<file path="config.mk">
export PLATFORM = sky130hd
export DESIGN_NAME = mem_arbiter
export DESIGN_NICKNAME = d
export VERILOG_FILES = /design/src/rtl/mem_arbiter.sv
export SDC_FILE = /design/constraint.sdc
export NUM_CORES = 1
export LEC_CHECK = 0
export ABC_AREA = 1
export BUFFER_PORTS_ARGS = -buffer_cell sky130_fd_sc_hd__buf_4
export CORE_MARGIN = 2
export CORE_UTILIZATION = 40
export DETAILED_ROUTE_END_ITERATION = 10
export GPL_TIMING_DRIVEN = 0
export HOLD_SLACK_MARGIN = 0.08
export PLACE_DENSITY_LB_ADDON = 0.05
export REMOVE_ABC_BUFFERS = 1
export SYNTH_ARGS = -nofsm -noshare
export SYNTH_HDL_FRONTEND = slang
export SYNTH_SLANG_ARGS = --single-unit
</file>
<file path="constraint.sdc">
create_clock -name clk -period 3.47 [get_ports clk]
set_input_delay 0.347 -clock clk [delete_from_list [all_inputs] [get_ports clk]]
set_output_delay 0.347 -clock clk [all_outputs]
set_load 0.05 [all_outputs]
</file>
<file path="src/rtl/mem_arbiter.sv">
`default_nettype none
// +--------------------------------------------------------------------------+
// | mem_arbiter                                                               |
// | Shares the byte-wide RAM port between I-cache line fills and load/store  |
// | accesses. Optional MEM_ARB_LS_PRIORITY_EN: load/store always wins ties.  |
// | Revision: 1.0                                                             |
// +--------------------------------------------------------------------------+
module mem_arbiter #(
  parameter int         LINE_WORDS = 16,
  parameter logic [1:0] IO_HI      = 2'b11
) (
  input  logic        clk,
  input  logic        rst,
  input  logic        rdy,
  input  logic        ic_req,
  input  logic [31:0] ic_addr,
  output logic [31:0] ic_data,
  output logic        ic_data_valid,
  output logic [3:0]  ic_word_idx,
  output logic        ic_done,
  input  logic        clear,
  input  logic        ls_req,
  input  logic        ls_we,
  input  logic [31:0] ls_addr,
  input  logic [1:0]  ls_size,
  input  logic [31:0] ls_wdata,
  output logic [31:0] ls_rdata,
  output logic        ls_done,
  input  logic [7:0]  mem_din,
  output logic [7:0]  mem_dout,
  output logic [31:0] mem_a,
  output logic        mem_wr,
  input  logic        io_buffer_full
);

  localparam int c_OFF_W = $clog2(LINE_WORDS) + 2;
  localparam int c_CNT_W = c_OFF_W + 1;
  localparam logic [c_CNT_W-1:0] c_LINE_BYTES = c_CNT_W'(4 * LINE_WORDS);
  localparam logic [31:0]        c_LINE_MASK  = 32'(4 * LINE_WORDS - 1);

  typedef enum logic [2:0] {
    S_IDLE  = 3'd0,
    S_IC_RD = 3'd1,
    S_LS_RD = 3'd2,
    S_LS_WR = 3'd3,
    S_TURN  = 3'd4
  } state_t;

  state_t               r_state;
  logic                 r_last_ic;
  logic [31:0]          r_base;
  logic [c_CNT_W-1:0]   r_len;
  logic [c_CNT_W-1:0]   r_iss;
  logic [c_CNT_W-1:0]   r_cap;
  logic                 r_v0;
  logic                 r_v1;
  logic                 r_resume;
  logic                 r_io;
  logic [31:0]          r_wdata;
  logic [31:0]          r_buf;

  logic [31:0]          r_ic_data;
  logic                 r_ic_valid;
  logic [3:0]           r_ic_idx;
  logic                 r_ic_done;
  logic [31:0]          r_ls_rdata;
  logic                 r_ls_done;
  logic [7:0]           r_dout;
  logic [31:0]          r_a;
  logic                 r_wr;

  logic                 w_ic_ok;
  logic                 w_tie;
  logic                 w_grant_ls;
  logic                 w_grant_ic;
  logic [c_CNT_W-1:0]   w_ls_len;
  logic [4:0]           w_bsel;
  logic [31:0]          w_word;
  logic [7:0]           w_wbyte;
  logic [3:0]           w_widx;
  logic                 w_last;
  logic                 w_io_now;

  assign w_ic_ok = ic_req & ~clear;
  assign w_tie   = w_ic_ok & ls_req;

`ifdef MEM_ARB_LS_PRIORITY_EN
  assign w_grant_ls = ls_req;
`else
  // On a tie the side that did not win the previous tie is served.
  assign w_grant_ls = ls_req & (~w_ic_ok | r_last_ic);
`endif
  assign w_grant_ic = w_ic_ok & ~w_grant_ls;

  always_comb begin
    w_ls_len = c_CNT_W'(4);
    case (ls_size)
      2'd0:    w_ls_len = c_CNT_W'(1);
      2'd1:    w_ls_len = c_CNT_W'(2);
      default: w_ls_len = c_CNT_W'(4);
    endcase
  end

  assign w_bsel   = {r_cap[1:0], 3'b000};
  assign w_wbyte  = r_wdata[{r_iss[1:0], 3'b000} +: 8];
  assign w_widx   = 4'(r_cap >> 2);
  assign w_last   = (r_cap == r_len - 1'b1);
  assign w_io_now = (ls_addr[17:16] == IO_HI) & io_buffer_full;

  always_comb begin
    w_word = r_buf;
    w_word[w_bsel +: 8] = mem_din;
  end

  always_ff @(posedge clk) begin
    if (rst) begin
      r_state    <= S_IDLE;
      r_last_ic  <= 1'b1;
      r_base     <= '0;
      r_len      <= '0;
      r_iss      <= '0;
      r_cap      <= '0;
      r_v0       <= 1'b0;
      r_v1       <= 1'b0;
      r_resume   <= 1'b0;
      r_io       <= 1'b0;
      r_wdata    <= '0;
      r_buf      <= '0;
      r_ic_data  <= '0;
      r_ic_valid <= 1'b0;
      r_ic_idx   <= '0;
      r_ic_done  <= 1'b0;
      r_ls_rdata <= '0;
      r_ls_done  <= 1'b0;
      r_dout     <= '0;
      r_a        <= '0;
      r_wr       <= 1'b0;
    end else if (!rdy) begin
      // Data in the read pipeline is stale after a stall; reissue on resume.
      if (r_state == S_IC_RD || r_state == S_LS_RD) r_resume <= 1'b1;
    end else begin
      r_ic_valid <= 1'b0;
      r_ic_done  <= 1'b0;
      r_ls_done  <= 1'b0;
      case (r_state)
        S_IDLE: begin
          r_resume <= 1'b0;
          r_v0     <= 1'b0;
          r_v1     <= 1'b0;
          if (w_grant_ls) begin
            if (w_tie) r_last_ic <= 1'b0;
            r_base  <= ls_addr;
            r_len   <= w_ls_len;
            r_wdata <= ls_wdata;
            r_io    <= (ls_addr[17:16] == IO_HI);
            r_cap   <= '0;
            r_buf   <= '0;
            r_a     <= ls_addr;
            if (ls_we) begin
              r_state <= S_LS_WR;
              if (w_io_now) begin
                r_iss <= '0;
                r_wr  <= 1'b0;
              end else begin
                r_iss  <= c_CNT_W'(1);
                r_dout <= ls_wdata[7:0];
                r_wr   <= 1'b1;
              end
            end else begin
              r_state <= S_LS_RD;
              r_iss   <= c_CNT_W'(1);
              r_v0    <= 1'b1;
            end
          end else if (w_grant_ic) begin
            if (w_tie) r_last_ic <= 1'b1;
            r_state <= S_IC_RD;
            r_base  <= ic_addr & ~c_LINE_MASK;
            r_a     <= ic_addr & ~c_LINE_MASK;
            r_len   <= c_LINE_BYTES;
            r_iss   <= c_CNT_W'(1);
            r_cap   <= '0;
            r_v0    <= 1'b1;
          end
        end

        S_IC_RD, S_LS_RD: begin
          if (r_state == S_IC_RD && clear) begin
            r_a     <= '0;
            r_v0    <= 1'b0;
            r_v1    <= 1'b0;
            r_state <= S_TURN;
          end else if (r_resume) begin
            r_resume <= 1'b0;
            r_v1     <= 1'b0;
            if (r_cap < r_len) begin
              r_a   <= r_base + 32'(r_cap);
              r_iss <= r_cap + 1'b1;
              r_v0  <= 1'b1;
            end else begin
              r_v0 <= 1'b0;
            end
          end else begin
            r_v1 <= r_v0;
            // mem_a is held on the last byte once every address is issued.
            if (r_iss < r_len) begin
              r_a   <= r_base + 32'(r_iss);
              r_iss <= r_iss + 1'b1;
              r_v0  <= 1'b1;
            end else begin
              r_v0 <= 1'b0;
            end
            if (r_v1) begin
              r_buf <= w_word;
              r_cap <= r_cap + 1'b1;
              if (r_state == S_IC_RD) begin
                if (r_cap[1:0] == 2'b11) begin
                  r_ic_data  <= w_word;
                  r_ic_valid <= 1'b1;
                  r_ic_idx   <= w_widx;
                end
                if (w_last) begin
                  r_ic_done <= 1'b1;
                  r_a       <= '0;
                  r_state   <= S_TURN;
                end
              end else if (w_last) begin
                r_ls_rdata <= w_word;
                r_ls_done  <= 1'b1;
                r_a        <= '0;
                r_state    <= S_TURN;
              end
            end
          end
        end

        S_LS_WR: begin
          if (r_iss == r_len) begin
            r_wr      <= 1'b0;
            r_a       <= '0;
            r_dout    <= '0;
            r_ls_done <= 1'b1;
            r_state   <= S_TURN;
          end else if (r_io && io_buffer_full) begin
            r_wr <= 1'b0;
          end else begin
            r_a    <= r_base + 32'(r_iss);
            r_dout <= w_wbyte;
            r_wr   <= 1'b1;
            r_iss  <= r_iss + 1'b1;
          end
        end

        S_TURN: begin
          r_state <= S_IDLE;
        end

        default: begin
          r_state <= S_IDLE;
        end
      endcase
    end
  end

  assign ic_data       = r_ic_data;
  assign ic_data_valid = r_ic_valid;
  assign ic_word_idx   = r_ic_idx;
  assign ic_done       = r_ic_done;
  assign ls_rdata      = r_ls_rdata;
  assign ls_done       = r_ls_done;
  assign mem_dout      = r_dout;
  assign mem_a         = r_a;
  assign mem_wr        = r_wr & rdy;

endmodule
`default_nettype wire
</file>
After elaboration in Yosys (flattened, before gate mapping):

Index checks and enable logic that the tools add are counted.

* bits in registers: 237
* input bits: 114
* output and inout bits: 112
* word-level logic and storage cells: 194

* $add $sub $neg: 6
* magnitude comparators: 2
* eq/ne operators: 29
* shift-type cells: 3
* multiplexer cells: 95
* bitwise logic cells: 13
* reduce and logical (&&, ||, !) cells: 25

Operators with widths (count)
* $mux 32: 14
* $mux 7: 16
* $pmux 32 s3: 1
* $add 32x7->32: 2
* $pmux 32 s2: 1
* $mux 1: 40
* $mux 8: 5
* $bwmux 32: 1
* $shift 8x7->32 const A: 1
* $shiftx 32x6->8: 1
* $shiftx 8x7->32: 1
* $ne 3x3->1 const B: 8
* $reduce_and 6->1: 4
* $ne 2x2->1 const B: 11
* $mux 3: 7
* $pmux 7 s3: 1
* $pmux 8 s2: 1
* $add 7x1->7 const B: 2
* $eq 7x7->1: 2
* $lt 7x7->1: 2
* $pmux 7 s2: 1
* $reduce_and 7->1: 2
* $pmux 1 s2: 5
* $reduce_and 5->1: 2
* other kinds (24): 42

Longest topological paths before layout:

Gate-level depths: netlist (run 1).

* depth in word-level cells: 10
* depth in mapped cells: 19
* depth with buffers taken out: 18

Worst setup path before layout (run 1):

Ideal clock, no wire load.

* kind: register to register
* from: register r_iss[1]
* to: register r_a[24], in the netlist mem_a[24]
* library setup time: 0.109 ns
* arrival: 2.366 ns
* data required time: 3.361 ns
* slack: 0.995 ns
* stages on the path, launching flop included: 19
* buffers on the path: 2
* period minus slack after synthesis: 2.475 ns
* path through: dfxtp_1 -> clkbuf_1 -> clkbuf_1 -> inv_1 -> fa_1 -> inv_1 -> nand3_1 -> nand3_1 -> nand2_1 -> nand2_1 -> nand2_1 -> nand2_1 -> nand3_1 -> nand3_1 -> nand2_1 -> o21ai_0 -> nand4_1 -> nand2_1 -> inv_1

* longest elaborated chain between the ends: 7
* elaborated cells between the ends (all ways): 13
* those cells by class: add/sub: 1; order compare: 1; eq/ne: 2; mux: 8; reduce/logical: 1

RTL lines
* start: declaration: line 53 `logic [c_CNT_W-1:0] r_iss;`
* start signal: assignment: line 165 `r_iss <= c_CNT_W'(1);`
* start signal: assignment: line 171 `r_iss <= c_CNT_W'(1);`
* start signal: assignment: line 180 `r_iss <= c_CNT_W'(1);`
* $add 32x7->32 / $lt 7x7->1 (equally long branches): line 206, 246, 205
* $mux 32: line 205 `if (r_iss < r_len) begin`
* $mux 32: line 221, 226
* $mux 32: line 212 `if (r_v1) begin`
* $mux 32: line 192 `end else if (r_resume) begin`
* $mux 32: line 187 `if (r_state == S_IC_RD && clear) begin`
* $pmux 32 s3: line 145 `case (r_state)`
* end signal: assignment: line 158 `r_a <= ls_addr;`
* end signal: assignment: line 196 `r_a <= r_base + 32'(r_cap);`
* end signal: assignment: line 206 `r_a <= r_base + 32'(r_iss);`
* end: declaration: line 69 `logic [31:0] r_a;`

Several ways; a longest one is shown, not always the timed one. The select of a mux whose other input is x is not followed.
A chain may end at the register's enable or synchronous reset.

Final worst setup path (run 1):

* from: register r_state[1]
* to: register r_state[0]

* longest elaborated chain between the ends: 4
* elaborated cells between the ends (all ways): 14
* those cells by class: eq/ne: 8; mux: 2; reduce/logical: 4

RTL lines
* start: declaration: line 49 `state_t r_state;`
* start signal: assignment: line 117 `r_state <= S_IDLE;`
* start signal: assignment: line 160 `r_state <= S_LS_WR;`
* start signal: assignment: line 170 `r_state <= S_LS_RD;`
* $eq 3x1->1 / $eq 3x2->1 (equally long branches): line 145, 187, 215
* $reduce_or 2->1 / $logic_and 1x1->1 (equally long branches): line 145, 187
* $ne 3x3->1 (no line) / $mux 3 (equally long branches)
* $reduce_and 6->1 (no line) / $pmux 3 s3 (equally long branches)

Several ways; a longest one is shown, not always the timed one.

==> key figures, run 1 <==
Status
  – Outcome: complete, no violations

Finish
  – Nets@finish: ~2600
  – Finished Layout Cells: around 2900
  – Final design utilization: 50.6%
  – ANT cells: 0
  – Area Overhead vs Synth: 25.1%
  – Layout cells sized above 1: 14.4%

Route
  – Routed Antenna Nets: 0
  – DRT Wirelength: ~50000 um
  – Residual DRC: 0
  – Vias per inst: around 5.2
  – Initial drt markers: roughly 1100
  – WL/cell: 17.2 um
  – DR vias: between 15000 and 20000
  – First drt pass iteration count: 6

Pwr
  – Pwr/cell area: around 540 nW/um^2
  – Int Pwr: 0.00586 W
  – Peak supply drop: roughly 420 uV
  – Leakage: 8.00 nW
  – Combinational share of power: around a third
  – Sequential share of power: about 34%
  – Clock network fraction of total power: between 30 and 40%
  – Switching share of power: 38.3%
  – Psw: between 0.003 and 0.004 W

Floorplan
  – Starting Density: between 40% and 50%
  – I/O pin count: approximately 230
  – DIE AREA: around 36000 um^2
  – Core Area: 34500 um^2
  – Die Wd: about 190 um
  – Rows: 68
  – Die extent in y: about 190 um

Global route
  – Total gr overflow: 0
  – Gr usage total: 26.5%
  – First-pass GRT wire length: 77000 um
  – Largest net degree at the start of global routing: 128
  – Initial antenna violation count: 0
  – Vias in the first global route: 14100

Setup path
  – Cell chain of the critical path: nor2_1 > nor2_4 > nand2_4 > inv_6 > nand2_4 > nor2_1 > inv_1 > nand4_1 > nand3b_1 > a21oi_1
  – Slowest CP cell: inv_1
  – CP peak stage delay: around 0.52 ns
  – Crit-path leading delay family: simple AND/OR/NAND/NOR gates
  – Critical path data arrival time: between 3 and 4 ns
  – Worst-path fanout max: 37
  – Worst Setup Start Kind: flip-flop
  – Critical path type: reg -> reg
  – Worst Path Buf+Inv: 2
  – Worst setup EP type: flip-flop
  – WP data required: ~4.0 ns

Timing
  – Hold WS: between 0.09 and 0.1 ns
  – Worst Max-Slew Pin Slew: 1.47 ns
  – Slew HR: approximately 2.2%
  – Clock skew: about 0.027 ns
  – Fmax: approximately 310 MHz
  – Tcrit/Tclk final: ~92%
  – Post-route setup slack: approximately 0.27 ns
  – Final setup vio count: 0
  – Hold Vio Cnt, Final: 0
  – RSZ-0062 raised after global routing: no
  – Crit path time final: between 3 and 4 ns
  – Final Slew Violations: 0
  – Setup TNS Final: 0 ns

Logic synthesis
  – Most instantiated cells after synthesis: nand2_1, inv_1, nor2_1
  – Avg Cell Area, Syn: approximately 6.3 um^2
  – Distinct cells, synth: 53
  – Synth top area share: between 30% and 40%
  – Sequential fraction of the synthesis area: approximately a third
  – Synth area leaders: dfxtp_1, nand2_1, a21oi_1
  – FF+latch count, synth: 234
  – Fraction of registers with async set/reset: 0%
  – Cell taking the most area after synthesis: dfxtp_1
  – Ys Warns: 0
  – Most common cell in the synthesized netlist: nand2_1
  – Mapped Area: 13900 um^2
  – Post-synth EDFFs: 0
  – Top FF cell, synth: dfxtp_1
  – Post-Synthesis Cells: ~2200

Placed design
  – Gpl congestion: ~0.9
  – Port buffer count: around 220
  – Setup WS pre-CTS: -1.53 ns
  – Hpwl dp: between 30000 and 40000 um
  – Post-Place Cells: approximately 2800

Clock tree
  – Clock Root Buffer: clkbuf_16
  – Clock sinks: approximately 230
  – TritonCTS buffer count: 28
  – CTS H-Tree Depth: 1
  – Clock Latency Late Sink: ~0.59 ns
  – Clk buf depth: 3
  – CTS tree: built
  – Clock slew at reported path FFs: 0.06 ns

Worst hold path
  – Hold WC Path Type: in -> reg

Run
  – Max Cap Viol: 0
-- final timing paths --
path | startpoint | to | slack (ns) | cells after the start
max reg2reg | r_state[1] | r_state[0] | 0.27 | 10
min | ls_addr[19] | r_base[19] | 0.09 | 3
max | r_state[1] | r_state[0] | 0.27 | 10
min reg2reg | ls_rdata[21] | ls_rdata[21] | 0.45 | 2
-- stage by stage --
stage / area [um^2] / total power, W
floorplan: 13500 / 0.00515
detailed placement: 15800 / 0.00616
CTS: 17300 / 0.00950
global placement: 15700 / 0.00611
finish: 17400 / 0.00950
global route: 17400 / 0.0100
-- state kept, by name, summed over array words and instances (netlist names), 3 cells and up --
| register | count |
|---|---|
| ic_data | 32 |
| ic_word_idx | 4 |
| ls_rdata | 32 |
| mem_a | 32 |
| mem_dout | 8 |
| r_base | 32 |
| r_buf | 32 |
| r_cap | 7 |
| r_iss | 7 |
| r_len | 4 |
| r_state | 3 |
| r_wdata | 32 |
-- layout make-up --
cell class	instances	area, um^2
well taps	455	569
clock buffers	33	759
clock inverters	18	250
repair inverters	1	7.51
flip-flops and latches	234	4690
fillers	3564	17000
inverters	295	1160
multi-input cells	1579	7810
repair buffers	271	2190
-- what timing repair did --
item | 4_1_cts | 5_1_grt
pin swaps | 2 | 2
gates resized for setup | 21 | 10
hold buffers | 43 | 0
setup buffers | 1 | 5
endpoints found under the hold margin | 40 | 0
setup endpoints to repair | 140 | 114
cloned | 5 | 2
-- power groups by stage --
stage                     sequential (W)  clock (W)  combinational (W)
after global routing             0.00322    0.00339            0.00343
after detailed placement         0.00324          0            0.00291
final                            0.00319    0.00323            0.00307
after CTS                        0.00319    0.00328            0.00303
after global placement           0.00324          0            0.00287
after floorplan                  0.00337          0            0.00178
-- routing by layer --
layer,share of wire (%),vias to the layer above,track usage (%)
li1,-,7553,-
met1,44,6995,34.6
met2,47,449,46.3
met3,6.0,72,3.02
met4,2.4,0,6.95
met5,0,-,0
-- worst register-to-register path, delay by kind of cell (launching register included) --
| kind | cells | cell delay [ns] |
|---|---|---|
| AO/OA/AOI/OAI | 1 | 0.13 |
| buffers and inverters | 2 | 0.67 |
| flip-flops | 1 | 0.35 |
| AND/OR/NAND/NOR | 7 | 1.96 |
-- cells in the final DEF, fill, tap and decap left out, types with 12 or more instances in the layout --
cell type,instances
dlygate4sd3_1,43
clkbuf_16,28
buf_4,225
ha_1,31
dfxtp_1,230
and2_1,15
a211oi_1,36
nand4_1,26
o21ai_0,197
nand3_1,135
nand2_1,512
inv_1,277
o22ai_1,13
or2_2,16
nor2_1,266
a21oi_1,212
clkinv_2,12
-- cells by family (layout without fill, tap and decap cells) --
kind of cell / after synthesis / in the layout / synth area share (%)
fa+ha+maj: 33 / 33 / 3.07
compound gates: 506 / 507 / 19.8
mux: 11 / 11 / 0.790
flops: 234 / 234 / 33.6
buf+inv: 400 / 618 / 11.4
simple gates: 1008 / 1013 / 30.4
xor+xnor: 15 / 15 / 0.942
No activity file was read; power rests on OpenSTA's default activity.
==> inputs of run 2 (changes only) <==
--- a/config.mk
+++ b/config.mk
@@ -14,6 +14,7 @@
 export HOLD_SLACK_MARGIN = 0.08
 export PLACE_DENSITY_LB_ADDON = 0.05
 export REMOVE_ABC_BUFFERS = 1
+export SLEW_MARGIN = 15
 export SYNTH_ARGS = -nofsm -noshare
 export SYNTH_HDL_FRONTEND = slang
 export SYNTH_SLANG_ARGS = --single-unit
==> constraint.sdc (replaced) <==
create_clock -name clk -period 3.3 [get_ports clk]
set_input_delay 0.33 -clock clk [delete_from_list [all_inputs] [get_ports clk]]
set_output_delay 0.33 -clock clk [all_outputs]
set_load 0.05 [all_outputs]
==> run 2 against run 1 <==
Global-route usage down 0.29 points. Register-to-register slack worse by 0.07 ns. Flip-flop and latch count unchanged. Sequential share of layout area down 0.21 points. First-iteration DRC count down 6.7%.
==> key figures, run 2 (same netlist as run 1, synthesis figures left out) <==
Status
  – Outcome: complete, no violations

Setup path
  – Slowest CP cell: dfxtp_2
  – Worst setup EP type: flip-flop
  – Cell mode on critical path: nor2_1
  – Cell chain of the critical path: inv_1 > nor2_1 > a21oi_4 > inv_6 > nor2_1 > nand2_1 > a21oi_1
  – Critical path type: reg -> reg
  – Worst-path fanout max: 43
  – Critical path data arrival time: about 3.5 ns
  – WP data required: roughly 3.7 ns
  – CP peak stage delay: around 0.85 ns
  – Worst Setup Start Kind: flip-flop

Global route
  – Gr usage total: 26.2%
  – Vias in the first global route: around 14000
  – Total gr overflow: 0
  – Largest net degree at the start of global routing: about 110
  – First-pass GRT wire length: around 76000 um
  – Initial antenna violation count: 0

Floorplan
  – Die Wd: between 150 and 200 um
  – Rows: between 60 and 70
  – I/O pin count: 226
  – Starting Density: roughly two fifths
  – Die extent in y: 191 um
  – Core Area: between 30000 and 40000 um^2
  – DIE AREA: between 30000 and 40000 um^2

Placed design
  – Hpwl dp: around 32000 um
  – Port buffer count: around 220
  – Post-Place Cells: 2785
  – Gpl congestion: between 0.8 and 0.9

Clock tree
  – Clock slew at reported path FFs: 0.06 ns
  – Clk buf depth: 3
  – Clock Root Buffer: clkbuf_16
  – CTS tree: built
  – Clock Latency Late Sink: around 0.58 ns
  – CTS H-Tree Depth: 1
  – Clock sinks: approximately 230
  – TritonCTS buffer count: 29

Route
  – First drt pass iteration count: 5
  – WL/cell: roughly 17 um
  – Routed Antenna Nets: 0
  – Residual DRC: 0
  – Vias per inst: around 5.2
  – Initial drt markers: 1038
  – DRT Wirelength: 49200 um
  – DR vias: 15000

Finish
  – ANT cells: 0
  – Finished Layout Cells: 2905
  – Most common cell after layout, fill and taps aside: nand2_1
  – Area Overhead vs Synth: 26.1%
  – Nets@finish: ~2600
  – Final design utilization: between 50% and 60%
  – Most frequent cells in the layout: nand2_1, inv_1, nor2_1
  – Layout fillers: between 3000 and 4000
  – Layout cells sized above 1: between 10% and 20%

Timing
  – Hold WS: 0.110 ns
  – Clock skew: 0.0107 ns
  – Fmax: 323 MHz
  – Tcrit/Tclk final: between 90 and 100%
  – Final Slew Violations: 0
  – Crit path time final: between 3 and 4 ns
  – Final setup vio count: 0
  – Slew HR: a little over a quarter
  – RSZ-0062 raised after global routing: no
  – Setup TNS Final: 0 ns
  – Worst Max-Slew Pin Slew: approximately 1.1 ns
  – Hold Vio Cnt, Final: 0

Pwr
  – Pwr/cell area: approximately 560 nW/um^2
  – Leakage: between 8 and 9 nW
  – Overall Power: 0.00984 W
  – Peak supply drop: 397 uV

Worst hold path
  – Hold WC Path Type: in -> reg

Run
  – Max Cap Viol: 0
==> run 2: cell count changes in the layout (fill, tap and decap cells not counted), sizes merged <==
| cell | previous run | this run |
|---|---|---|
| nand4 | 31 | 29 |
| clkinv | 17 | 12 |
| dlygate4sd3 | 43 | 58 |
| bufinv | 6 | 2 |
| buf | 228 | 234 |
| inv | 287 | 290 |
| clkbuf | 33 | 39 |
==> run 2: layer usage <==
| layer | up-vias | global-route usage, % | wire length [um] |
|---|---|---|---|
| li1 | 7588 | - | - |
| met1 | 6930 | 33.8 | 22000 |
| met2 | 379 | 45.4 | 23200 |
| met3 | 87 | 3.15 | 2470 |
| met4 | 0 | 8.41 | 1530 |
| met5 | - | 0 | 0 |
==> run 2: stage by stage <==
| step | instance area (um^2) | worst slack [ns] |
|---|---|---|
| 4_1_cts | 17500 | 0.0311 |
| 3_5_place_dp | 15900 | -1.78 |
| 5_1_grt | 17600 | 0.00224 |
| 3_3_place_gp | 15700 | -2.74 |
| 2_1_floorplan | 13500 | -0.166 |
| 6_report | 17600 | 0.199 |
==> run 2: final timing paths <==
path	start	to	slack [ns]	cells after the start
max	r_resume	mem_a[18]	0.20	7
min	ls_addr[25]	r_base[25]	0.11	3
max reg2reg	r_resume	mem_a[18]	0.20	7
min reg2reg	ls_rdata[4]	ls_rdata[4]	0.44	2
==> run 2: repair_timing <==
| item | 4_1_cts | 5_1_grt |
|---|---|---|
| endpoints found under the setup margin | 105 | 73 |
| pin swaps | 0 | 3 |
| buffers inserted | 2 | 4 |
| hold buffers | 58 | 0 |
| gates cloned | 2 | 3 |
| endpoints found under the hold margin | 48 | 0 |
| resized for setup | 18 | 6 |
==> run 2: area by class of cell <==
type                            instances  area (um^2)  area share [%]
Inverter                              295         1150            6.54
Sequential cell                       234         4690            26.7
Timing Repair Buffer                  292         2460            14.0
Multi-Input combinational cell       1577         7760            44.1
Clock buffer                           39          813            4.63
Clock inverter                         12          131           0.747
Timing Repair inverter                  1         7.51          0.0427
Tap cell                              455          569            3.24
==> run 2: critical path, delay by kind of cell (launching register included) <==
family | cells | cell delay [ns]
buffers and inverters | 2 | 1.04
AOI/OAI and AO/OA | 2 | 0.22
and+or+nand+nor | 3 | 0.75
DFF | 1 | 0.85
==> run 2: power breakdown <==
group          total, W  internal [W]  switching (W)
sequential      0.00336       0.00306       0.000293
combinational   0.00326       0.00107        0.00219
clock           0.00323       0.00188        0.00135
